===== src/rtl/gray_read_arbiter.sv =====
// Round-robin sharing of the one-cycle-latency gray image read port between two
// requesters; issues are pipelined so two active requesters fill every cycle.
module gray_read_arbiter #(
    parameter int AW = 14,
    parameter int DW = 8
) (
    input  logic          clk,
    input  logic          reset,
    input  logic          req0_req,
    input  logic [AW-1:0] req0_addr,
    output logic          req0_ready,
    output logic [DW-1:0] req0_data,
    input  logic          req1_req,
    input  logic [AW-1:0] req1_addr,
    output logic          req1_ready,
    output logic [DW-1:0] req1_data,
    output logic          mem_rd,
    output logic [AW-1:0] mem_addr,
    input  logic          mem_ready,
    input  logic [DW-1:0] mem_data,
    output logic          busy
);

    logic pend0;
    logic pend1;
    logic last;
    logic elig0;
    logic elig1;
    logic grant_valid;
    logic grant_idx;
    logic issue;

    // A requester with a read in flight is not eligible, which keeps a single
    // active requester at one read per two cycles and lets the other fill the gap.
    always_comb begin
        elig0       = req0_req & ~pend0;
        elig1       = req1_req & ~pend1;
        grant_valid = elig0 | elig1;
        grant_idx   = (elig0 & elig1) ? ~last : elig1;
        issue       = grant_valid & mem_ready;
    end

    assign mem_rd   = grant_valid;
    assign mem_addr = grant_valid ? (grant_idx ? req1_addr : req0_addr) : '0;

    // pend is a one-cycle flag: it covers only the read issued on this edge.
    always_ff @(posedge clk or posedge reset) begin
        if (reset) begin
            pend0 <= 1'b0;
            pend1 <= 1'b0;
            last  <= 1'b1;
        end else begin
            pend0 <= issue & ~grant_idx;
            pend1 <= issue & grant_idx;
            if (issue) begin
                last <= grant_idx;
            end
        end
    end

    assign req0_ready = pend0;
    assign req1_ready = pend1;
    assign req0_data  = pend0 ? mem_data : '0;
    assign req1_data  = pend1 ? mem_data : '0;
    assign busy       = pend0 | pend1;

endmodule


===== config.mk =====
export PLATFORM = sky130hd
export DESIGN_NAME = gray_read_arbiter
export DESIGN_NICKNAME = d
export VERILOG_FILES = /design/src/rtl/gray_read_arbiter.sv
export SDC_FILE = /design/constraint.sdc
export NUM_CORES = 1
export LEC_CHECK = 0
export BUFFER_PORTS_ARGS = -buffer_cell sky130_fd_sc_hd__buf_2
export CORE_AREA = 3 3 51 53
export CTS_CLUSTER_DIAMETER = 50
export CTS_CLUSTER_SIZE = 16
export DETAILED_ROUTE_END_ITERATION = 6
export DIE_AREA = 0 0 54 56
export GPL_ROUTABILITY_DRIVEN = 0
export MAX_ROUTING_LAYER = met4
export PLACE_DENSITY_LB_ADDON = 0.15
export SLEW_MARGIN = 5
export SYNTH_ARGS = -nofsm -noshare
export SYNTH_HDL_FRONTEND = slang
export SYNTH_SLANG_ARGS = --single-unit

===== constraint.sdc =====
create_clock -name clk -period 1 [get_ports clk]
set_input_delay 0 -clock clk [delete_from_list [all_inputs] [get_ports clk]]
set_output_delay 0 -clock clk [all_outputs]
set_load 0.05 [all_outputs]

; ---- After elaboration in Yosys (flattened, before gate mapping)
; Index checks and enable logic that the tools add are counted.
[totals]
word_cells = 20
inputBits = 41
register_bits = 3
output_inout_bits = 34
[classes]
bitwise_logic = 12
n_mux = 5
[ops]
columns = op, count
row1 = 14-bit two-way mux, 2
row2 = 8-bit two-way mux, 2
row3 = 1-bit AND, 6
row4 = 1-bit inverter, 4
row5 = 1-bit bitwise OR, 2
row6 = 1-bit two-way mux, 1

; ---- Longest topological paths before layout
; Gate-level depths: netlist (run 1).
[logic_depth]
ltp_word = 6
mapped_depth = 5
ltp_nobuf = 2

; ---- Least setup slack after synthesis (run 1)
; No wires, ideal clock.
[synth_timing]
path_type = reg2out
from = reg pend0 (netlist: req0_ready)
to = out mem_rd
n_path_buf = 1
arrival_ns = 1.939
path_stages_with_launch = 3
setup_slack_ns = -0.939
required_ns = 1.000
cell_sequence = dfrtp_1 -> clkbuf_1 -> o21ai_0
[synth_via]
elab_chain_len = 3
[synth_rtl]
columns = element, line
row1 = "start, declared", 24  ; logic pend0;
row2 = "start signal, assigned", 53  ; pend0 <= issue & ~grant_idx;
row3 = 1-bit inverter, 36  ; elig0 = req0_req & ~pend0;
row4 = 1-bit AND, 36
row5 = 1-bit bitwise OR, 38  ; grant_valid = elig0 | elig1;
row6 = "end, declared", 17  ; output logic mem_rd,
; Every way passes these cells.

; ---- Worst setup path in the final report (run 1)
[layout_timing]
from = reg last
to = out mem_addr[1]
[layout_via]
elab_chain_len = 4
[layout_rtl]
columns = element, line
row1 = "start, declared", 26  ; logic last;
row2 = "start signal, assigned", 56  ; last <= grant_idx;
row3 = 1-bit inverter, 39  ; grant_idx = (elig0 & elig1) ? ~last : elig1;
row4 = 1-bit two-way mux, 39
row5 = 14-bit two-way mux (2 in a row), 44  ; assign mem_addr = grant_valid ? (grant_idx ? req1_addr : req0_addr) : '0;
row6 = "end, declared", 18  ; output logic [AW-1:0] mem_addr,
; Every way passes these cells.

==> flow_summary_export.csv, run 1 <==
group,metric,value,unit
sta,holdWs,42.56,ps
sta,clock_skew,4.154,ps
route,wl,3128,um
synthesis,syn_area,635.6,um2
global_route,antenna_found_initial,0,
clock_network,cts_buffer_depth,2,
sta,setup_viol_count_final,36,
layout,register_area,78.83,um2
clock_network,cts_buffers,3,
power,p_leak,0.0007224,uW
status,status,"finished, violations left",
die,initial_utilization,29.01,%
power,ir_drop,870.2,uV
synthesis,synthFlopType,"dfrtp_1",
die,dieArea,3024,um2
layout,drive_gt1_share,77.84,%
synthesis,synth_edf_count,0,
worst_setup_path,cp.arrival,1430,ps
worst_setup_path,startpoint,"last",
die,die_y,56,um
synthesis,yosys.area.top_type,"nand3b_1",
synthesis,synth_seq_cells,3,
worst_setup_path,startpoint_type,"flop",
synthesis,yosys.cell_count.top_type,"nand3b_1",
sta,worst_pin_slew,209.7,ps
clock_network,root_buffer,"clkbuf_4",
sta,relSlewSlack,86.01,%
layout,antenna_cells,0,
layout,multiInputGateArea,723.2,um2
die,io_pins,75,
global_route,grt_first_pass_wirelength,4692,um
sta,max_freq,699.4,MHz
synthesis,syn_nets,125,
power,p_per_area,1168,nW/um2
route,drc,0,
synthesis,syn_inst,84,
layout,nFillCells,165,
synthesis,syn_area_per_cell,7.567,um2
status,violations,"negative setup slack",
clock_network,path_clk_slew,40,ps
worst_setup_path,setup.worst_path.class,"flop to output port",
synthesis,async_flop_share,100.0,%
worst_setup_path,crit_required,1000,ps
sta,hold_viol,0,
clock_network,cts.htree.levels,1,
synthesis,yosysWarnings,0,
route,wire_per_inst,16.04,um
placed_design,dp_hpwl,2224,um
sta,period_share,143.0,%
placed_design,place_ws,-278.8,ps
worst_setup_path,cp_max_fo,4,
sta,finalCriticalPeriod,1430,ps
sta,drv_slew,0,
clock_network,clk-insertion-delay-late,240,ps
route,viasPerCell,5.072,
worst_setup_path,rr_startpoint,"last",
route,drtPass1Iterations,3,
synthesis,yosys.area.top_type_share,34.25,%
global_route,grt_pass1_vias,1029,
die,rows,17,
clock_network,cts_sinks,3,
run,maxCapViolCount,0,
die,die_w,54,um
global_route,grt_usage,21.36,%
global_route,grt_max_degree,26,
synthesis,yosys-top-cells-area,"nand3b_1 34%, and2_1 16%, o22ai_1 14%, dfrtp_1 7.9%, buf_6 5.3%",
synthesis,yosysSeqAreaShare,12.01,%
layout,fin_nets,209,
route,vias,989,
min_path,hold_path.class,"input port to flop",
sta,setup_ws,-429.8,ps
synthesis,synthTopCellsByCount,"29 x nand3b_1, 16 x and2_1, 14 x o22ai_1",
synthesis,synth_cell_types,17,
die,coreArea,2191,um2
layout,syn2layout_area_growth,155.3,%
sta,grt_setup_unrepaired,"true",
global_route,grt_overflow,0,
clock_network,cts_tree,"built",
min_path,min_from,"mem_ready",
route,postRouteAntennaNets,0,
route,drt_iter0_markers,15,
placed_design,port_buffers,74,
worst_setup_path,critPathCaptureType,"output port",
## registers in the layout, indices dropped and copies added, names as in the netlist
register and count:
req0_ready 1, last 1, req1_ready 1
## stage by stage
| stage | instances | utilization [%] | setup TNS [ps] | total power [uW] | cell area (um2) |
|---|---|---|---|---|---|
| floorplan | 84 | - | -6898 | 1172 | 889.6 |
| global placement | 190 | 61.45 | -4704 | 1457 | 1346 |
| detailed placement | 190 | 61.45 | -5377 | 1486 | 1346 |
| CTS | 195 | 73.27 | -9784 | 1879 | 1605 |
| global route | 195 | 74.07 | -10640 | 1966 | 1623 |
| finish | 195 | 74.07 | -9753 | 1895 | 1623 |
## path summary, 6_finish.rpt
kind	cells after the start	slack [ps]	end
worst max-delay path	4	-430	mem_addr[1]
worst min register to register	2	640	last
min in group asynchronous	3	170	req1_ready
max in group asynchronous	3	610	last
worst max register to register	3	-120	req1_ready
worst min-delay path	3	40	last
## worst max-delay path, cell delays in order, from the launching register on
cell and delay, ps:
dfstp_2 550, and3b_2 230, buf_4 160, o22ai_2 60, buf_4 190
## what timing repair did
item                                    CTS  global route
gates resized for setup                  77             3
pin swaps                                 5             0
endpoints found under the hold margin     3             0
setup buffers                             2             0
endpoints found under the setup margin   37            37
hold buffers                              1             0
## layout make-up
type / count / area share (%)
well taps: 28 / 2.159
inverters: 3 / 0.6939
clock buffers: 4 / 1.619
repair buffers: 89 / 46.11
flip-flops and latches: 3 / 4.857
multi-input cells: 68 / 44.56
## per-layer routing
layer / part of all wire [%] / wire (um) / vias to the layer above / GRT usage (%)
li1: - / - / 476 / -
met1: 36 / 1124 / 460 / 22.03
met2: 56 / 1751 / 48 / 39.62
met3: 6.8 / 213 / 5 / 2.413
met4: 1.2 / 38 / 0 / 7.473
met5: 0 / 0 / - / -
## kinds of logic after synthesis
logic type / synth area share (%)
AO/OA/AOI/OAI: 17.72
buffers and inverters: 11.81
flip-flops: 12.01
AND/OR/NAND/NOR: 58.47
## where the power goes
part           internal, uW  total (uW)  switching, uW
registers               149         170           21.9
logic                   648        1500            855
clock network           150         222           71.5
## cell usage in the layout (no fill, tap or decap)
cell type      netlist  routed
buf_2                3      40
buf_6                3      32
nand3b_1            29      29
and2_4               0      16
o22ai_4              0      11
buf_4                0      11
buf_12               0       4
inv_1                3       3
o22ai_2              0       3
clkbuf_4             0       3
dfrtp_2              0       2
nand2b_4             0       1
nand2b_1             2       1
o2bb2ai_2            0       1
o21ai_4              0       1
nor3b_4              1       1
and3b_2              0       1
o2111a_1             1       1
nor3b_1              1       1
or2_4                0       1
clkbuf_1             4       1
dlygate4sd3_1        0       1
dfstp_2              1       1
buf_8                0       1
Note: power is estimated with default switching activity, not from simulation.
==> run 2: changes to the inputs <==
--- a/config.mk
+++ b/config.mk
@@ -6,11 +6,11 @@
 export NUM_CORES = 1
 export LEC_CHECK = 0
 export BUFFER_PORTS_ARGS = -buffer_cell sky130_fd_sc_hd__buf_2
-export CORE_AREA = 3 3 51 53
+export CORE_AREA = 3 3 48 50
 export CTS_CLUSTER_DIAMETER = 50
 export CTS_CLUSTER_SIZE = 16
 export DETAILED_ROUTE_END_ITERATION = 6
-export DIE_AREA = 0 0 54 56
+export DIE_AREA = 0 0 51 53
 export GPL_ROUTABILITY_DRIVEN = 0
 export MAX_ROUTING_LAYER = met4
 export PLACE_DENSITY_LB_ADDON = 0.15
==> constraint.sdc (replaced) <==
create_clock -name clk -period 1.61 [get_ports clk]
set_input_delay 0 -clock clk [delete_from_list [all_inputs] [get_ports clk]]
set_output_delay 0 -clock clk [all_outputs]
set_load 0.05 [all_outputs]
==> run 2 against run 1 <==
  * The run now ends clean
  * Total power shrank 56%
  * Cell area fell by 34%
  * Largest cell class is now multi-input gates
  * Worst setup slack gained 570 ps
==> flow_summary_export.csv, run 2 (synthesis gave the netlist of run 1 again) <==
group,metric,value,unit
clock_network,cts_buffers,3,
layout,register_area,76.32,um2
clock_network,cts.htree.levels,1,
sta,setup_ws,137.9,ps
power,p_per_area,785.7,nW/um2
clock_network,path_clk_slew,40,ps
placed_design,place_area,1013,um2
layout,final_cell_mix,"74 x buf_2, 29 x nand3b_1, 16 x and2_1",
die,dieArea,2703,um2
sta,finalCriticalPeriod,1472,ps
placed_design,port_buffers,74,
worst_setup_path,startpoint_type,"flop",
sta,period_share,91.44,%
sta,relSlewSlack,79.52,%
layout,antenna_cells,0,
route,postRouteAntennaNets,0,
layout,drive_gt1_share,54.37,%
sta,setup_viol_count_final,0,
status,status,"finished clean",
sta,grt_setup_unrepaired,"false",
layout,nFillCells,206,
route,wl,2262,um
route,drc,0,
global_route,grt_max_degree,26,
layout,final_common_cell,"buf_2",
clock_network,cts_sinks,3,
layout,fin_area,1065,um2
power,sw_frac_of_total,55.15,%
clock_network,cts_tree,"built",
global_route,grt_overflow,0,
layout,syn2layout_area_growth,67.52,%
worst_setup_path,critPathCaptureType,"output port",
power,power.clock.fraction,15.8,%
power,total_power,836.6,uW
power,p_leak,0.0005807,uW
route,drt_iter0_markers,7,
clock_network,root_buffer,"clkbuf_4",
route,drtPass1Iterations,3,
global_route,grt_first_pass_wirelength,3491,um
placed_design,place_ws,317.9,ps
power,comb_power_share,71.6,%
die,die_w,51,um
clock_network,cts_resized,0,
layout,multiInputGateArea,484.2,um2
sta,clock_skew,2.717,ps
route,vias,915,
power,intPower,375.2,uW
worst_setup_path,setup.worst_path.class,"flop to output port",
sta,hold_viol,0,
layout,fin_nets,202,
power,switchingPower,461.4,uW
placed_design,dp_hpwl,1671,um
power,pwr-share-seq,12.6,%
run,maxCapViolCount,0,
worst_setup_path,crit_required,1610,ps
sta,worst_pin_slew,307.1,ps
die,coreArea,1942,um2
die,initial_utilization,32.73,%
die,rows,16,
clock_network,clk-insertion-delay-late,230,ps
sta,holdWs,18.03,ps
route,viasPerCell,4.893,
global_route,antenna_found_initial,0,
route,wire_per_inst,12.10,um
global_route,grt_usage,17.09,%
min_path,hold_path.class,"input port to flop",
worst_setup_path,cp.arrival,1470,ps
global_route,grt_pass1_vias,879,
sta,drv_slew,0,
power,ir_drop,490.1,uV
clock_network,cts_buffer_depth,2,
die,die_y,53,um
sta,max_freq,679.3,MHz
worst_setup_path,cp_max_fo,7,
die,io_pins,75,
-- run 2: cell count changes in the layout (fill, tap and decap cells not counted), moves of 2 or more --
cell,previous run,this run
buf_4,11,7
o22ai_1,0,14
buf_2,40,74
buf_6,32,0
and2_4,16,0
o22ai_4,11,0
dfrtp_2,2,0
dfrtp_1,0,2
buf_12,4,0
o22ai_2,3,0
and2_1,0,16
-- run 2: path summary, 6_finish.rpt --
path                                  from            to  slack (ps)  depth (start not counted)
worst max register to register  req1_ready    req0_ready         420                          3
worst min register to register        last          last         520                          1
worst max-delay path                  last  mem_addr[12]         140                          4
min in group asynchronous            reset    req0_ready         210                          3
max in group asynchronous            reset          last        1190                          3
worst min-delay path             mem_ready          last          20                          3
-- run 2: per-stage QoR --
step | TNS [ps] | std cells | util [%]
global placement | 0 | 180 | 52.19
floorplan | -4121 | 84 | -
CTS | 0 | 185 | 54.06
global route | 0 | 187 | 54.83
finish | 0 | 187 | 54.83
detailed placement | 0 | 180 | 52.19
-- run 2: critical path, stage by stage, from the launching register on --
cell	delay, ps
dfstp_2	570
nor3b_4	50
buf_4	160
o22ai_1	170
buf_2	290
-- run 2: layout make-up --
| type | instances | area share [%] |
|---|---|---|
| Clock buffer | 4 | 2.468 |
| Tap cell | 27 | 3.173 |
| Inverter | 3 | 1.058 |
| Timing Repair Buffer | 82 | 40.66 |
| Multi-Input combinational cell | 68 | 45.48 |
| Sequential cell | 3 | 7.168 |
-- run 2: what timing repair did --
item,in CTS,in global routing
buffers inserted,0,2
endpoints found under the setup margin,0,14
hold buffers,1,0
hold endpoints to repair,3,0
-- run 2: power groups by stage --
stage	logic [uW]	registers, uW	clock network (uW)
after floorplan	441	121	0
after global placement	586	105	0
after detailed placement	589	106	0
after CTS	592	105	139
after global routing	636	108	143
final	599	105	133
-- run 2: per-layer routing --
metal  GRT usage (%)  vias up  wire length [um]
met5               -        -                 0
met1           18.69      404               995
met4           6.726        0                 0
met2           31.33       55              1072
li1                -      456                 -
met3           2.254        0               194
==> run 3: changes to the inputs <==
--- a/config.mk
+++ b/config.mk
@@ -13,7 +13,7 @@
 export DIE_AREA = 0 0 51 53
 export GPL_ROUTABILITY_DRIVEN = 0
 export MAX_ROUTING_LAYER = met4
-export PLACE_DENSITY_LB_ADDON = 0.15
+export PLACE_DENSITY = 0.78
 export SLEW_MARGIN = 5
 export SYNTH_ARGS = -nofsm -noshare
 export SYNTH_HDL_FRONTEND = slang
==> run 3 against run 2 <==
  * Critical path depth stayed put
  * Total power rose by 1.3%
  * Global-route usage increased by 1.0 points
  * Clock skew down 0.95 ps
  * Die area stayed put
  * Register-to-register slack got worse by 60 ps
  * Largest cell class unchanged
  * Via count is 2.5% higher
  * Sequential power rose by 5%
  * Clock-buffer cell count unchanged
  * Routed wire length is 3.8% higher
  * Flip-flop and latch count unchanged
  * Non-clock buffer count is the same
==> flow_summary_export.csv, run 3 (synthesis gave the netlist of run 1 again) <==
group,metric,value,unit
route,drc,0,
global_route,grt_first_pass_wirelength,3691,um
run,maxCapViolCount,0,
sta,finalCriticalPeriod,1469,ps
clock_network,cts_buffer_depth,2,
clock_network,path_clk_slew,40,ps
worst_setup_path,startpoint_type,"flop",
die,rows,16,
die,initial_utilization,32.73,%
min_path,min_from,"mem_ready",
placed_design,port_buffers,74,
global_route,grt_max_degree,28,
layout,nFillCells,198,
die,io_pins,75,
layout,syn2layout_area_growth,69.88,%
worst_setup_path,path_cells,"buf_4, nand3b_1, o22ai_1, clkbuf_4",
sta,grt_setup_unrepaired,"false",
clock_network,cts_tree,"built",
route,wl,2349,um
worst_setup_path,crit_required,1610,ps
power,p_per_area,785.0,nW/um2
layout,fin_nets,202,
worst_setup_path,cp_max_fo,14,
sta,worst_pin_slew,284.8,ps
worst_setup_path,cp.arrival,1470,ps
worst_setup_path,slowest_delay,480,ps
global_route,grt_overflow,0,
layout,final_cell_mix,"70 x buf_2, 29 x nand3b_1, 16 x and2_1",
route,wire_per_inst,12.56,um
global_route,grt_usage,18.09,%
power,ir_drop,444.3,uV
status,status,"finished clean",
clock_network,cts.htree.levels,1,
layout,final_common_cell,"buf_2",
worst_setup_path,startpoint,"req1_ready",
placed_design,dp_hpwl,1806,um
route,vias,938,
route,postRouteAntennaNets,0,
sta,relSlewSlack,81.01,%
die,dieArea,2703,um2
die,coreArea,1942,um2
sta,setup_viol_count_final,0,
layout,finalNonFillerCells,187,
worst_setup_path,critPathCaptureType,"output port",
min_path,hold_path.class,"input port to flop",
sta,hold_viol,0,
layout,drive_gt1_share,55.63,%
layout,antenna_cells,0,
worst_setup_path,rr_startpoint,"req1_ready",
die,die_w,51,um
die,die_y,53,um
global_route,grt_pass1_vias,874,
worst_setup_path,setup.worst_path.class,"flop to output port",
route,drt_iter0_markers,21,
sta,drv_slew,0,
clock_network,clk-insertion-delay-late,230,ps
sta,max_freq,680.7,MHz
route,viasPerCell,5.016,
worst_setup_path,crit_slowest_cell,"dfrtp_2",
worst_setup_path,cp_num_buf_inv,2,
sta,period_share,91.25,%
route,drtPass1Iterations,4,
power,p_leak,0.0005780,uW
clock_network,root_buffer,"clkbuf_4",
clock_network,cts_sinks,3,
clock_network,cts_buffers,3,
sta,clock_skew,1.765,ps
worst_setup_path,critPathTopFamily,"flip-flops",
placed_design,place_inst,179,
global_route,antenna_found_initial,0,
sta,setup_tns,0,ps
-- run 3: changes by cell type in the layout (fill, tap and decap cells not counted) --
cell / change
dfrtp_1: -1
clkbuf_4: +4
and3b_4: +1
dfrtp_2: +1
buf_2: -4
and3b_1: -1
-- run 3: power by group --
part           leakage (uW)  internal (uW)  total, uW  switching (uW)
combinational      0.000527            199        605             406
clock             0.0000150           92.9        132            39.1
sequential        0.0000356           92.0        110            18.4
total              0.000578            384        848             464
-- run 3: worst register-to-register path, delay by kind of cell, from the launching register on --
family	cells	cell delay, ps
simple gates	1	200
compound gates	1	250
buf+inv	1	210
flops	1	480
-- run 3: final timing paths --
kind                                 to  slack (ps)  cells after the start
max in group asynchronous          last        1220                      3
max                        mem_addr[13]         140                      4
min in group asynchronous    req0_ready         180                      3
min reg2reg                        last         520                      1
min                                last          20                      3
max reg2reg                  req0_ready         360                      3
-- run 3: area by class of cell --
class | count | area, um2 | share of cell area (%)
Multi-Input combinational cell | 68 | 488.0 | 45.19
Timing Repair Buffer | 82 | 442.9 | 41.02
Sequential cell | 3 | 77.57 | 7.184
Tap cell | 27 | 33.78 | 3.129
Clock buffer | 4 | 26.28 | 2.433
Inverter | 3 | 11.26 | 1.043
-- run 3: metrics by stage --
step	cell area [um2]	power, uW	util (%)	setup WS (ps)	hold WS [ps]
floorplan	635.6	562.2	-	-328.7	-247.1
global placement	1006	682.5	51.80	164.6	-129.8
detailed placement	1006	689.3	51.80	143.6	-126.5
CTS	1066	845.3	54.90	46.06	13.15
global route	1080	899.9	55.61	45.33	26.89
finish	1080	847.7	55.61	140.9	20.82
-- run 3: timing repair --
action / 4_1_cts / 5_1_grt
hold endpoints to repair: 3 / 0
hold buffers: 1 / 0
buffers inserted: 3 / 0
pin swaps: 1 / 0
gates resized for setup: 1 / 6
setup endpoints to repair: 14 / 5
-- run 3: routing by layer --
metal	GRT usage (%)	vias up	wire length (um)
met1	20.10	425	952
li1	-	458	-
met4	6.278	0	19
met2	32.40	51	1167
met3	3.380	4	209
met5	-	-	0
